$ cat src/rtl/boot_loader_if.sv
// Byte-stream input, restart pulse, memory write port and status lines of the boot loader.
// The slave modport is the loader's view; the master modport is the stream source/memory side.
interface boot_loader_if;
    logic        in_valid;
    logic [7:0]  in_data;
    logic        in_ready;
    logic        restart;
    logic        mem_we;
    logic [31:0] mem_addr;
    logic [31:0] mem_wdata;
    logic        cpu_run;
    logic        error;

    modport slave (
        input  in_valid, in_data, restart,
        output in_ready, mem_we, mem_addr, mem_wdata, cpu_run, error
    );

    modport master (
        output in_valid, in_data, restart,
        input  in_ready, mem_we, mem_addr, mem_wdata, cpu_run, error
    );
endinterface

$ cat src/rtl/boot_loader.sv
// Framed byte-stream program loader: header, little-endian payload words written to memory,
// XOR checksum, then cpu_run release.
//
// state      | meaning
// -----------+----------------------------------------------------------
// HDR_ADDR   | collecting the 4 base-address bytes
// HDR_CNT    | collecting the 4 word-count bytes, range check on the last
// PAYLOAD    | assembling words, one memory write per 4 bytes
// CHECK      | comparing the checksum byte against the accumulator
// DONE       | image verified, cpu_run high, waiting for restart
// ERROR      | range or checksum failure, error high, waiting for restart
module boot_loader #(
    parameter int MEM_WORDS = 4096
) (
    input  logic          clk,
    input  logic          reset_n,
    boot_loader_if.slave  bus
);

    typedef enum logic [2:0] {
        S_HDR_ADDR,
        S_HDR_CNT,
        S_PAYLOAD,
        S_CHECK,
        S_DONE,
        S_ERROR
    } state_t;

    state_t      state_q, state_d;
    logic [29:0] base_q, base_d;
    logic [23:0] cnt_q, cnt_d;
    logic [29:0] ptr_q, ptr_d;
    logic [31:0] remain_q, remain_d;
    logic [1:0]  byte_idx_q, byte_idx_d;
    logic [23:0] asm_q, asm_d;
    logic [7:0]  csum_q, csum_d;
    logic        mem_we_q, mem_we_d;
    logic [31:0] mem_addr_q, mem_addr_d;
    logic [31:0] mem_wdata_q, mem_wdata_d;

    logic        in_ready;
    logic        accept;
    logic [31:0] cnt_full;
    logic [32:0] range_sum;

    always_ff @(posedge clk or negedge reset_n) begin
        if (!reset_n) begin
            state_q     <= S_HDR_ADDR;
            base_q      <= '0;
            cnt_q       <= '0;
            ptr_q       <= '0;
            remain_q    <= '0;
            byte_idx_q  <= '0;
            asm_q       <= '0;
            csum_q      <= '0;
            mem_we_q    <= 1'b0;
            mem_addr_q  <= '0;
            mem_wdata_q <= '0;
        end else begin
            state_q     <= state_d;
            base_q      <= base_d;
            cnt_q       <= cnt_d;
            ptr_q       <= ptr_d;
            remain_q    <= remain_d;
            byte_idx_q  <= byte_idx_d;
            asm_q       <= asm_d;
            csum_q      <= csum_d;
            mem_we_q    <= mem_we_d;
            mem_addr_q  <= mem_addr_d;
            mem_wdata_q <= mem_wdata_d;
        end
    end

    assign in_ready  = (state_q == S_HDR_ADDR) || (state_q == S_HDR_CNT) ||
                       (state_q == S_PAYLOAD)  || (state_q == S_CHECK);
    assign accept    = bus.in_valid & in_ready;
    assign cnt_full  = {bus.in_data, cnt_q};
    // Word-granular end of image; 33 bits so a huge count cannot wrap past the check.
    assign range_sum = {3'b000, base_q} + {1'b0, cnt_full};

    always_comb begin
        state_d     = state_q;
        base_d      = base_q;
        cnt_d       = cnt_q;
        ptr_d       = ptr_q;
        remain_d    = remain_q;
        byte_idx_d  = byte_idx_q;
        asm_d       = asm_q;
        csum_d      = csum_q;
        mem_we_d    = 1'b0;
        mem_addr_d  = mem_addr_q;
        mem_wdata_d = mem_wdata_q;

        case (state_q)
            S_HDR_ADDR: begin
                if (accept) begin
                    byte_idx_d = byte_idx_q + 2'd1;
                    case (byte_idx_q)
                        2'd0: base_d[5:0]   = bus.in_data[7:2];
                        2'd1: base_d[13:6]  = bus.in_data;
                        2'd2: base_d[21:14] = bus.in_data;
                        default: begin
                            base_d[29:22] = bus.in_data;
                            state_d       = S_HDR_CNT;
                        end
                    endcase
                end
            end
            S_HDR_CNT: begin
                if (accept) begin
                    byte_idx_d = byte_idx_q + 2'd1;
                    case (byte_idx_q)
                        2'd0: cnt_d[7:0]   = bus.in_data;
                        2'd1: cnt_d[15:8]  = bus.in_data;
                        2'd2: cnt_d[23:16] = bus.in_data;
                        default: begin
                            ptr_d    = base_q;
                            remain_d = cnt_full;
                            if (range_sum > 33'(MEM_WORDS))
                                state_d = S_ERROR;
                            else if (cnt_full == 32'd0)
                                state_d = S_CHECK;
                            else
                                state_d = S_PAYLOAD;
                        end
                    endcase
                end
            end
            S_PAYLOAD: begin
                if (accept) begin
                    byte_idx_d = byte_idx_q + 2'd1;
                    csum_d     = csum_q ^ bus.in_data;
                    case (byte_idx_q)
                        2'd0: asm_d[7:0]   = bus.in_data;
                        2'd1: asm_d[15:8]  = bus.in_data;
                        2'd2: asm_d[23:16] = bus.in_data;
                        default: begin
                            mem_we_d    = 1'b1;
                            mem_addr_d  = {ptr_q, 2'b00};
                            mem_wdata_d = {bus.in_data, asm_q};
                            ptr_d       = ptr_q + 30'd1;
                            remain_d    = remain_q - 32'd1;
                            if (remain_q == 32'd1)
                                state_d = S_CHECK;
                        end
                    endcase
                end
            end
            S_CHECK: begin
                if (accept)
                    state_d = (bus.in_data == csum_q) ? S_DONE : S_ERROR;
            end
            S_DONE, S_ERROR: begin
                if (bus.restart) begin
                    csum_d     = '0;
                    byte_idx_d = '0;
                    state_d    = S_HDR_ADDR;
                end
            end
            default: state_d = S_HDR_ADDR;
        endcase
    end

    assign bus.in_ready  = in_ready;
    assign bus.mem_we    = mem_we_q;
    assign bus.mem_addr  = mem_addr_q;
    assign bus.mem_wdata = mem_wdata_q;
    assign bus.cpu_run   = (state_q == S_DONE);
    assign bus.error     = (state_q == S_ERROR);

endmodule

$ cat src/flat_wrapper.sv
// flat-port wrapper written by rule: the top's interface ports become plain ports
module boot_loader_flat 
#(
    parameter int MEM_WORDS = 4096
)
  (clk, reset_n, bus_in_valid, bus_in_data, bus_restart, bus_in_ready, bus_mem_we, bus_mem_addr, bus_mem_wdata, bus_cpu_run, bus_error);
  boot_loader_if bus_i ();
  input  logic clk;
  input  logic reset_n;
  input wire logic [$bits(bus_i.in_valid)-1:0] bus_in_valid;
  input wire logic [$bits(bus_i.in_data)-1:0] bus_in_data;
  input wire logic [$bits(bus_i.restart)-1:0] bus_restart;
  output wire logic [$bits(bus_i.in_ready)-1:0] bus_in_ready;
  output wire logic [$bits(bus_i.mem_we)-1:0] bus_mem_we;
  output wire logic [$bits(bus_i.mem_addr)-1:0] bus_mem_addr;
  output wire logic [$bits(bus_i.mem_wdata)-1:0] bus_mem_wdata;
  output wire logic [$bits(bus_i.cpu_run)-1:0] bus_cpu_run;
  output wire logic [$bits(bus_i.error)-1:0] bus_error;
  assign bus_i.in_valid = bus_in_valid;
  assign bus_i.in_data = bus_in_data;
  assign bus_i.restart = bus_restart;
  assign bus_in_ready = bus_i.in_ready;
  assign bus_mem_we = bus_i.mem_we;
  assign bus_mem_addr = bus_i.mem_addr;
  assign bus_mem_wdata = bus_i.mem_wdata;
  assign bus_cpu_run = bus_i.cpu_run;
  assign bus_error = bus_i.error;
  boot_loader #(.MEM_WORDS(MEM_WORDS)) u_core (.clk(clk), .reset_n(reset_n), .bus(bus_i));
endmodule
$ cat config.mk
export PLATFORM = sky130hd
export DESIGN_NAME = boot_loader_flat
export DESIGN_NICKNAME = d
export VERILOG_FILES = /design/src/rtl/boot_loader_if.sv /design/src/rtl/boot_loader.sv /design/src/flat_wrapper.sv
export SDC_FILE = /design/constraint.sdc
export NUM_CORES = 1
export LEC_CHECK = 0
export ABC_AREA = 1
export CAP_MARGIN = 20
export CORE_MARGIN = 8
export CORE_UTILIZATION = 30
export CTS_CLUSTER_DIAMETER = 40
export CTS_CLUSTER_SIZE = 10
export DETAILED_ROUTE_END_ITERATION = 10
export PLACE_DENSITY = 0.43
export SLEW_MARGIN = 20
export SYNTH_ARGS = -nofsm -noshare
export SYNTH_HDL_FRONTEND = slang
export SYNTH_SLANG_ARGS = --single-unit
$ cat constraint.sdc
create_clock -name clk -period 3.2 [get_ports clk]
set_input_delay 0.48 -clock clk [delete_from_list [all_inputs] [get_ports clk]]
set_output_delay 0.48 -clock clk [all_outputs]
set_load 0.02 [all_outputs]
# [Word level (Yosys, flattened, before mapping)]
# Index checks and enable logic that the tools add are counted.
[word_totals] ramBits=0 elab_cells=104 romBits=0 latch_bits=0 in_bits=12 memories=0 out_inout_bits=68 regBits=216
[op_classes] n_eq_ne=19 n_bitwise=3 n_mux=32 div=0 multipliers=0 shifts=0 reduce_logical=27 order_cmp=1 add_sub_neg=4
[ops] op="$mux 32" count=4
[ops] op="$mux 30" count=4
[ops] op="$pmux 32 s2" count=1
[ops] op="$pmux 30 s2" count=1
[ops] op="$reduce_and 3->1" count=13
[ops] op="$add 30x32->33" count=1
[ops] op="$gt 33x13->1 const B" count=1
[ops] op="$eq 32x1->1 const B" count=1
[ops] op="$logic_not 32->1" count=1
[ops] op="$sub 32x1->32 const B" count=1
[ops] op="$add 30x1->30 const B" count=1
[ops] op="$mux 3" count=10
[ops] op="$mux 8" count=2
[ops] op="$pmux 8 s2" count=1
[ops] op="$pmux 3 s5" count=1
[ops] op="$ne 2x1->1 const B" count=5
[ops] op="$ne 2x2->1 const B" count=5
[ops] op="$reduce_and 9->1" count=1
[ops] op="$eq 8x8->1" count=1
[ops] op="$xor 8x8->8" count=1
[ops] op="$eq 3x2->1 const B" count=2
[ops] op="$eq 3x3->1 const B" count=2
[ops] op="$reduce_bool 2->1" count=3
[ops] op="$reduce_or 3->1" count=2
[ops] op="14 further kinds" count=21

# [Logic depth before layout (Yosys ltp)]
# Gate-level depths: netlist (run 1).
[logic_depth] word_depth=7 depth_mapped=21 depth_no_buf=21

# [Least setup slack after synthesis (run 1)]
# OpenSTA, ideal clock, no wires.
[synth_path] path_kind="reg2reg" start="register u_core.cnt_q[0]" end="register u_core.state_q[0]" required_ps=3084 setup_ps=116 t_arrival_ps=2238 n_path_buf=0 synth_period_minus_slack_ps=2355 setup_slack_ps=845 path_stages_with_launch=20 cell_sequence="dfrtp_1 > ha_1 > fa_1 > nand2_1 > nand2_1 > nand3_1 > nand2_1 > nand2_1 > nand2_1 > nand2_1 > nand2_1 > a21oi_1 > xor2_1 > nand2_1 > nor2_1 > nand2_1 > nand2_1 > nand2_1 > nand2_1 > nand2_1"
[synth_via] elab_chain_len=6 elab_cells_between_ends=8 cone_classes="add/sub (1); order compare (1); mux (5); reduce/logical (1)"
[synth_rtl] element="from (decl)" line_no="boot_loader.sv:31" source="logic [23:0] cnt_q, cnt_d;"
[synth_rtl] element="from (signal assigned)" line_no="boot_loader.sv:62" source="cnt_q <= cnt_d;"
[synth_rtl] element="$add 30x32->33 / $logic_not 32->1 (equally long branches)" line_no="boot_loader.sv:79, boot_loader.sv:121"
[synth_rtl] element="$gt 33x13->1 / $mux 1 (equally long branches)" line_no="boot_loader.sv:119, boot_loader.sv:121"
[synth_rtl] element="$mux 3 *" line_no="boot_loader.sv:119" source="if (range_sum > 33'(MEM_WORDS))"
[synth_rtl] element="$mux 3 *" line_no="boot_loader.sv:112" source="case (byte_idx_q)"
[synth_rtl] element="$mux 3 *" line_no="boot_loader.sv:110" source="if (accept) begin"
[synth_rtl] element="$pmux 3 s5 *" line_no="boot_loader.sv:94" source="case (state_q)"
[synth_rtl] element="to (signal assigned)" line_no="boot_loader.sv:60" source="state_q <= state_d;"
[synth_rtl] element="to (decl)" line_no="boot_loader.sv:29" source="state_t state_q, state_d;"
# Every way passes the cells marked *; elsewhere a longest branch is shown, timed or not. The select of a mux whose other input is x is not followed.
# A chain may end at the register's enable or synchronous reset.

# [Final worst setup path (run 1)]
[layout_path] start="register u_core.state_q[2]" end="output bus_error"
[layout_via] elab_chain_len=1
[layout_rtl] element="$eq 3x3->1" line_no="boot_loader.sv:169" source="assign bus.error = (state_q == S_ERROR);"
[layout_rtl] element="to (decl)" line_no="flat_wrapper.sv:18" source="output wire logic [$bits(bus_i.error)-1:0] bus_error;"
# No other way between the ends.

==> flow_metrics.tcl, run 1 <==
set metrics [dict create \
    ctsRootBufferMaster "clkbuf_16" \
    core.rowCount 75 \
    worst_path_largest_cell_delay_ns 0.64 \
    synth_top_family_by_area "simple AND/OR/NAND/NOR gates" \
    whs_ns 0.466 \
    rsz0062_at_grt "false" \
    synth_xor_area_frac 0.0329 \
    finalHoldViolCount 0 \
    synth-simple-area-share 0.256 \
    cts_tree "built" \
    fill_cells 4394 \
    holdPathStages 2 \
    cp_slowest_cell "clkdlybuf4s50_1" \
    avgSynthCellArea_sq_um 7.35 \
    grt_pass1_vias 11400 \
    grt_max_degree 110 \
    power_density_mw_per_mm2 1000 \
    yosys.area_share.adder 0.0386 \
    crit_required_ns 2.72 \
    final_nets 1838 \
    worstSetupPathType "flip-flop to output port" \
    final_common_cell "nand2_1" \
    synth_cell_type_count 51 \
    wirelength_mm 41.9 \
    port_buffers 77 \
    worst-path-stages 5 \
    drc 0 \
    cts_sinks 216 \
    finClkSkew_ns 0.0214 \
    max_freq_mhz 347 \
    start_util 0.301 \
    antenna_left 0 \
    path_max_fanout 10 \
    total_power_mw 15.6 \
    fin_crit_sh 0.900 \
    synth_warnings 0 \
    r2r_slack_ns 0.40 \
    path_clk_slew_ns 0.05 \
    rr_worst_depth 19 \
    drive_above_1_share 0.0780 \
    syn_area_sq_mm 0.0125 \
    hp-class "flip-flop to flip-flop" \
    worstHoldStart "u_core.bus.mem_addr[3]" \
    area_growth_pct 24.3 \
    setup_viol 0 \
    r2r_end "u_core.state_q[0]" \
    core_area_sq_mm 0.0416 \
    startpoint_type "flip-flop" \
    grt_overflow_total 0 \
    h-tree-depth 2 \
    setup-tns-final_ns 0 \
    cp.arrival_ns 2.40 \
    ir_drop_v 0.000415 \
    grt_usage 0.176 \
    wl_per_cell_um 17.7 \
    clock_latency_ns 0.55 \
    detail_route.vias_per_cell 4.81 \
    crit_buf_inv 3 \
    die-height_um 220 \
    dieArea_sq_mm 0.0485 \
    final_cell_mix "448 x nand2_1, 223 x o21ai_0, 221 x inv_1, 216 x dfrtp_1, 139 x nor2_1" \
    use_met3 0.0375 \
    path_cells "inv_1 -> nor2_1 -> clkinv_1 -> nor2_1 -> clkdlybuf4s50_1" \
    crit_top_cell "nor2_1" \
    drt_iter0_drc 866 \
    rr_startpoint "u_core.base_q[0]" \
    worstMarginPinSlew_ns 0.892 \
    dp.cells 2282 \
    busiest_layer "met2" \
    grt_pass1_wl_mm 66.4 \
    worst_setup_path_end_kind "output port" \
    met1_usage 0.231 \
    cts-resized-gates 0 \
    synth-seq-cells 216 \
    status "completed" \
    antenna_cells 0 \
    hpwlAfterDp_mm 30.8 \
    dr.pass1.iters 5 \
    critPathTopFamily "buffers and inverters" \
    grtUsageMet2 0.285 \
    synthMuxAreaShare 0 \
    stdcell_count 2360 \
    cts_buffers 42 \
    die_x_um 220 \
    post-route-min-period_ns 2.88 \
    place_congestion 0.934 \
    leakagePower_nw 7.50 \
    synth_seq_area_share 0.432 \
    routed-via-count 11400 \
    antenna_found_initial 0 \
    finalMaxSlewViolations 0 \
    slew_headroom 0.406 \
    io_pins 80 \
    clockBufferDepth 3 \
    synth_cells 1703 \
    cap_violations 0 \
    hold_path_end "u_core.bus.mem_addr[3]" \
    synth_compound_area_frac 0.151 \
]
## power breakdown
part           internal, mW  leakage (nW)  switching, mW
sequential             3.43          2.59          0.831
clock                  3.42         0.779           1.56
combinational          2.12          4.12           4.24
## worst max-delay path by stage
stage / from / endpoint / slack (ns)
after floorplan: u_core.cnt_q[0] / u_core.state_q[0] / 0.85
after global placement: bus_in_data[0] / u_core.state_q[0] / 0.32
after detailed placement: bus_in_data[2] / u_core.state_q[0] / 0.22
after CTS: u_core.state_q[2] / bus_error / 0.28
after global routing: u_core.state_q[2] / bus_error / 0.07
final: u_core.state_q[2] / bus_error / 0.32
## worst reg2reg max path, stage by stage (launching register included)
cell and delay, ns:
dfrtp_1 0.41, ha_1 0.25, fa_1 0.43, nand2_1 0.11, nand2_1 0.08, nand3_1 0.09, nand2_1 0.07, nand2_1 0.11
nand2_1 0.08, nand2_1 0.10, nand2_1 0.10, a21oi_1 0.17, xor2_1 0.16, nand2_1 0.07, nor2_1 0.08, nand2_1 0.12
nand2_1 0.11, nand2_1 0.05, nand2_1 0.06, nand2_1 0.04
## synthesized netlist by cell type (all sizes together)
cell type  count  area [sq um]
a211oi         1          7.51
a21boi         1          7.51
a21o           1          7.51
a21oi         71           355
a22o           1          8.76
a22oi          3          22.5
a2bb2oi        2          17.5
a31oi          1          6.26
a32o           1          10.0
a41oi          1          8.76
buf           14          71.3
clkbuf        48           180
clkinv         1          3.75
conb           1          3.75
dfrtp        216          5410
fa             1          20.0
ha            37           463
inv          232           871
nand2        455          1730
nand3         67           345
nand3b         8          60.1
nand4         20           131
nor2         145           557
nor3          35           223
nor3b          1          7.51
nor4          12           111
o211ai         5          37.5
o21ai        234          1170
o21bai         2          15.0
o221ai         2          17.5
o22ai         28           175
o31ai          1          7.51
o41ai          1          8.76
or2            6          37.5
or4            1          7.51
xnor2          8          70.1
xor2          39           342
## through the flow
step	setup slack, ns	instance area, sq um	util
after floorplan	0.845	12500	-
after global placement	0.315	14000	0.336
after detailed placement	0.217	14000	0.336
after CTS	0.278	15600	0.375
after global routing	0.0749	15600	0.375
final	0.319	15600	0.375
## per-layer routing
layer	routed length, um	part of all wire	vias to the layer above
li1	-	-	5716
met1	19300	0.46	5327
met2	19000	0.45	240
met3	2340	0.056	67
met4	1170	0.028	0
met5	0	0	-
## logic make-up after synthesis
| group | Yosys count |
|---|---|
| buffers and inverters | 295 |
| other | 1 |
| DFF | 216 |
| adders and majority gates | 38 |
| AOI/OAI and AO/OA | 356 |
| and+or+nand+nor | 750 |
| xor gates and xnor gates | 47 |
## repair_timing
action / in CTS / in global routing
hold buffers: 1 / 0
hold endpoints to repair: 77 / 0
setup buffers: 0 / 0
## area by class of cell
type / instances / area, sq um / share of cell area
multi-input cells: 1193 / 6000 / 0.386
flip-flops and latches: 216 / 5410 / 0.347
clock buffers: 54 / 1220 / 0.0784
repair buffers: 102 / 1020 / 0.0653
inverters: 233 / 876 / 0.0563
well taps: 539 / 674 / 0.0433
clock inverters: 23 / 375 / 0.0241
## sequential cells by signal (all words and copies together), names as in the netlist, 2 cells and up
| signal | flops |
|---|---|
| u_core.byte_idx_q | 2 |
| u_core.asm_q | 24 |
| u_core.ptr_q | 30 |
| u_core.remain_q | 32 |
| u_core.base_q | 30 |
| u_core.bus.mem_addr | 30 |
| u_core.cnt_q | 24 |
| u_core.state_q | 3 |
| u_core.bus.mem_wdata | 32 |
| u_core.csum_q | 8 |
No activity file was read; power rests on OpenSTA's default activity.
==> run 2: changes to the inputs <==
CORE_UTILIZATION = 61   (was 30)
DONT_BUFFER_PORTS = 1   (was default)
PLACE_DENSITY = 0.74   (was 0.43)
TNS_END_PERCENT = 5   (was default)
==> run 2 against run 1 <==
Against the previous run: largest power group unchanged; combinational power is 2% lower; clock skew is 0.00068 ns higher; sequential share of layout area is 4.9 points higher; utilization is 30 points higher; power is 13% lower; register-to-register slack worse by 0.11 ns; global-route usage is 11 points higher; the flow now finishes with violations (hold timing); clock power is 37% lower.
==> flow_metrics.tcl, run 2 (synthesis results as in run 1) <==
set metrics [dict create \
    detail_route.vias_per_cell 5.71 \
    ctsRootBufferMaster "clkbuf_16" \
    grt_overflow_total 0 \
    start_util 0.621 \
    seq_area_sq_mm 0.00541 \
    setup-tns-final_ns 0 \
    antenna_found_initial 0 \
    dr.pass1.iters 6 \
    ir_drop_v 0.000579 \
    cp.arrival_ns 3.35 \
    dr.max_layer_used "met4" \
    fin_crit_sh 0.911 \
    core.rowCount 52 \
    io_pins 80 \
    place_congestion 0.983 \
    failed_checks "hold timing" \
    multi_input_area_sq_mm 0.00600 \
    drc 0 \
    r2r_end "u_core.state_q[0]" \
    grt_pass1_wl_mm 58.5 \
    die_x_um 159 \
    setup_viol 0 \
    rsz0062_at_grt "false" \
    drt-met1-wl_mm 15.2 \
    postCtsSetupRepairBufs 0 \
    routed-via-count 11200 \
    dr_wl_met2_mm 16.8 \
    final_nets 1732 \
    cts_sinks 216 \
    cts-resized-gates 0 \
    final_common_cell "nand2_1" \
    grt_pass1_vias 11000 \
    wirelength_mm 36.4 \
    hpwlAfterDp_mm 26.5 \
    stdcell_count 1968 \
    power_density_mw_per_mm2 998 \
    finalMaxSlewViolations 0 \
    drt_iter0_drc 1172 \
    hp-class "primary input to asynchronous set/reset pin" \
    post-route-min-period_ns 2.91 \
    core_area_sq_mm 0.0202 \
    path_clk_slew_ns 0.06 \
    rr_worst_depth 17 \
    fill_cells 1749 \
    h-tree-depth 1 \
    port_buffers 0 \
    slew_headroom 0.352 \
    cts_buffers 31 \
    crit_top_cell "nand2_1" \
    grt_usage 0.283 \
    die-height_um 159 \
    status "finished with violations" \
    finalHoldViolCount 216 \
    drive_above_1_share 0.0571 \
    wl_per_cell_um 18.5 \
    leakagePower_nw 6.80 \
    grt_max_degree 217 \
    dieArea_sq_mm 0.0254 \
    max_freq_mhz 343 \
    cp_slowest_cell "fa_1" \
    antenna_cells 0 \
    cap_violations 0 \
    clock_latency_ns 0.55 \
    cts_tree "built" \
    worst_setup_path_end_kind "flip-flop" \
    rr_startpoint "u_core.base_q[0]" \
    area_growth_pct 8.89 \
    startpoint_type "flip-flop" \
    r2r_slack_ns 0.29 \
    path_max_fanout 4 \
    path_cells "ha_1 -> fa_1 -> or2_2 -> a21oi_1 -> nand3_1 -> nor2_1 -> nand3_1 -> nor2_1 -> nand3_1 -> nand2_1 -> nand3_1 -> nor2_1 -> nand2_1 -> nand2_1 -> nand2_1 -> nand2_1 -> nand2_1" \
    dp.cells 1919 \
    worstSetupPathType "flip-flop to flip-flop" \
    final_cell_mix "448 x nand2_1, 223 x o21ai_0, 221 x inv_1, 216 x dfrtp_1, 139 x nor2_1" \
    antenna_left 0 \
    worstMarginPinSlew_ns 0.968 \
    clockBufferDepth 3 \
    routed-wl-met3_mm 2.86 \
    whs_ns -0.347 \
    crit_required_ns 3.64 \
    finClkSkew_ns 0.0221 \
    worst_path_largest_cell_delay_ns 0.45 \
]
[run 2: cell count changes in the layout (fill, tap and decap cells not counted)]
cell	previous run	this run
buf_8	1	0
clkinv_2	5	4
bufinv_16	9	1
clkdlybuf4s50_1	76	0
clkbuf_16	45	31
clkbuf_1	3	2
clkbuf_8	6	4
buf_12	4	1
inv_6	5	2
dlygate4sd3_1	1	0
buf_4	20	6
clkinvlp_4	2	3
[run 2: per-stage QoR]
step                instance area, sq um  total power, mW   util  setup slack (ns)
detailed placement                 12700             10.3  0.629             0.342
global route                       13600             14.6  0.676            0.0321
floorplan                          12500             8.65      -             0.845
CTS                                13600             13.5  0.676             0.332
global placement                   12700             10.3  0.629             0.309
finish                             13600             13.6  0.676             0.286
[run 2: area by class of cell]
cell class | instances | area share
sequential | 216 | 0.396
inverter | 233 | 0.0642
clock buffer | 37 | 0.0615
clock inverter | 12 | 0.00817
timing repair buffer | 7 | 0.00477
multi-input combinational | 1193 | 0.440
tap | 270 | 0.0248
[run 2: how the worst max path moves through the flow]
| stage | start | to |
|---|---|---|
| after floorplan | u_core.cnt_q[0] | u_core.state_q[0] |
| after global placement | u_core.cnt_q[0] | u_core.state_q[0] |
| after detailed placement | u_core.base_q[0] | u_core.state_q[0] |
| after CTS | u_core.base_q[0] | u_core.state_q[0] |
| after global routing | u_core.cnt_q[0] | u_core.state_q[0] |
| final | u_core.base_q[0] | u_core.state_q[0] |
[run 2: power by group]
part	total, mW	internal [mW]	switching (mW)
Combinational	6.25	2.05	4.20
Sequential	4.23	3.43	0.800
Clock	3.12	1.92	1.20
[run 2: critical path: cells and delay by family, from the launching register on]
family	cells	cell delay, ns
AOI/OAI and AO/OA	1	0.14
DFF	1	0.40
and+or+nand+nor	14	1.56
adders and majority gates	2	0.69
[run 2: routing by layer]
layer  vias to the layer above  global-route usage
met1                      5212               0.366
met4                         0               0.121
met3                       104              0.0540
li1                       5468                   -
met2                       456               0.460
met5                         -                   0
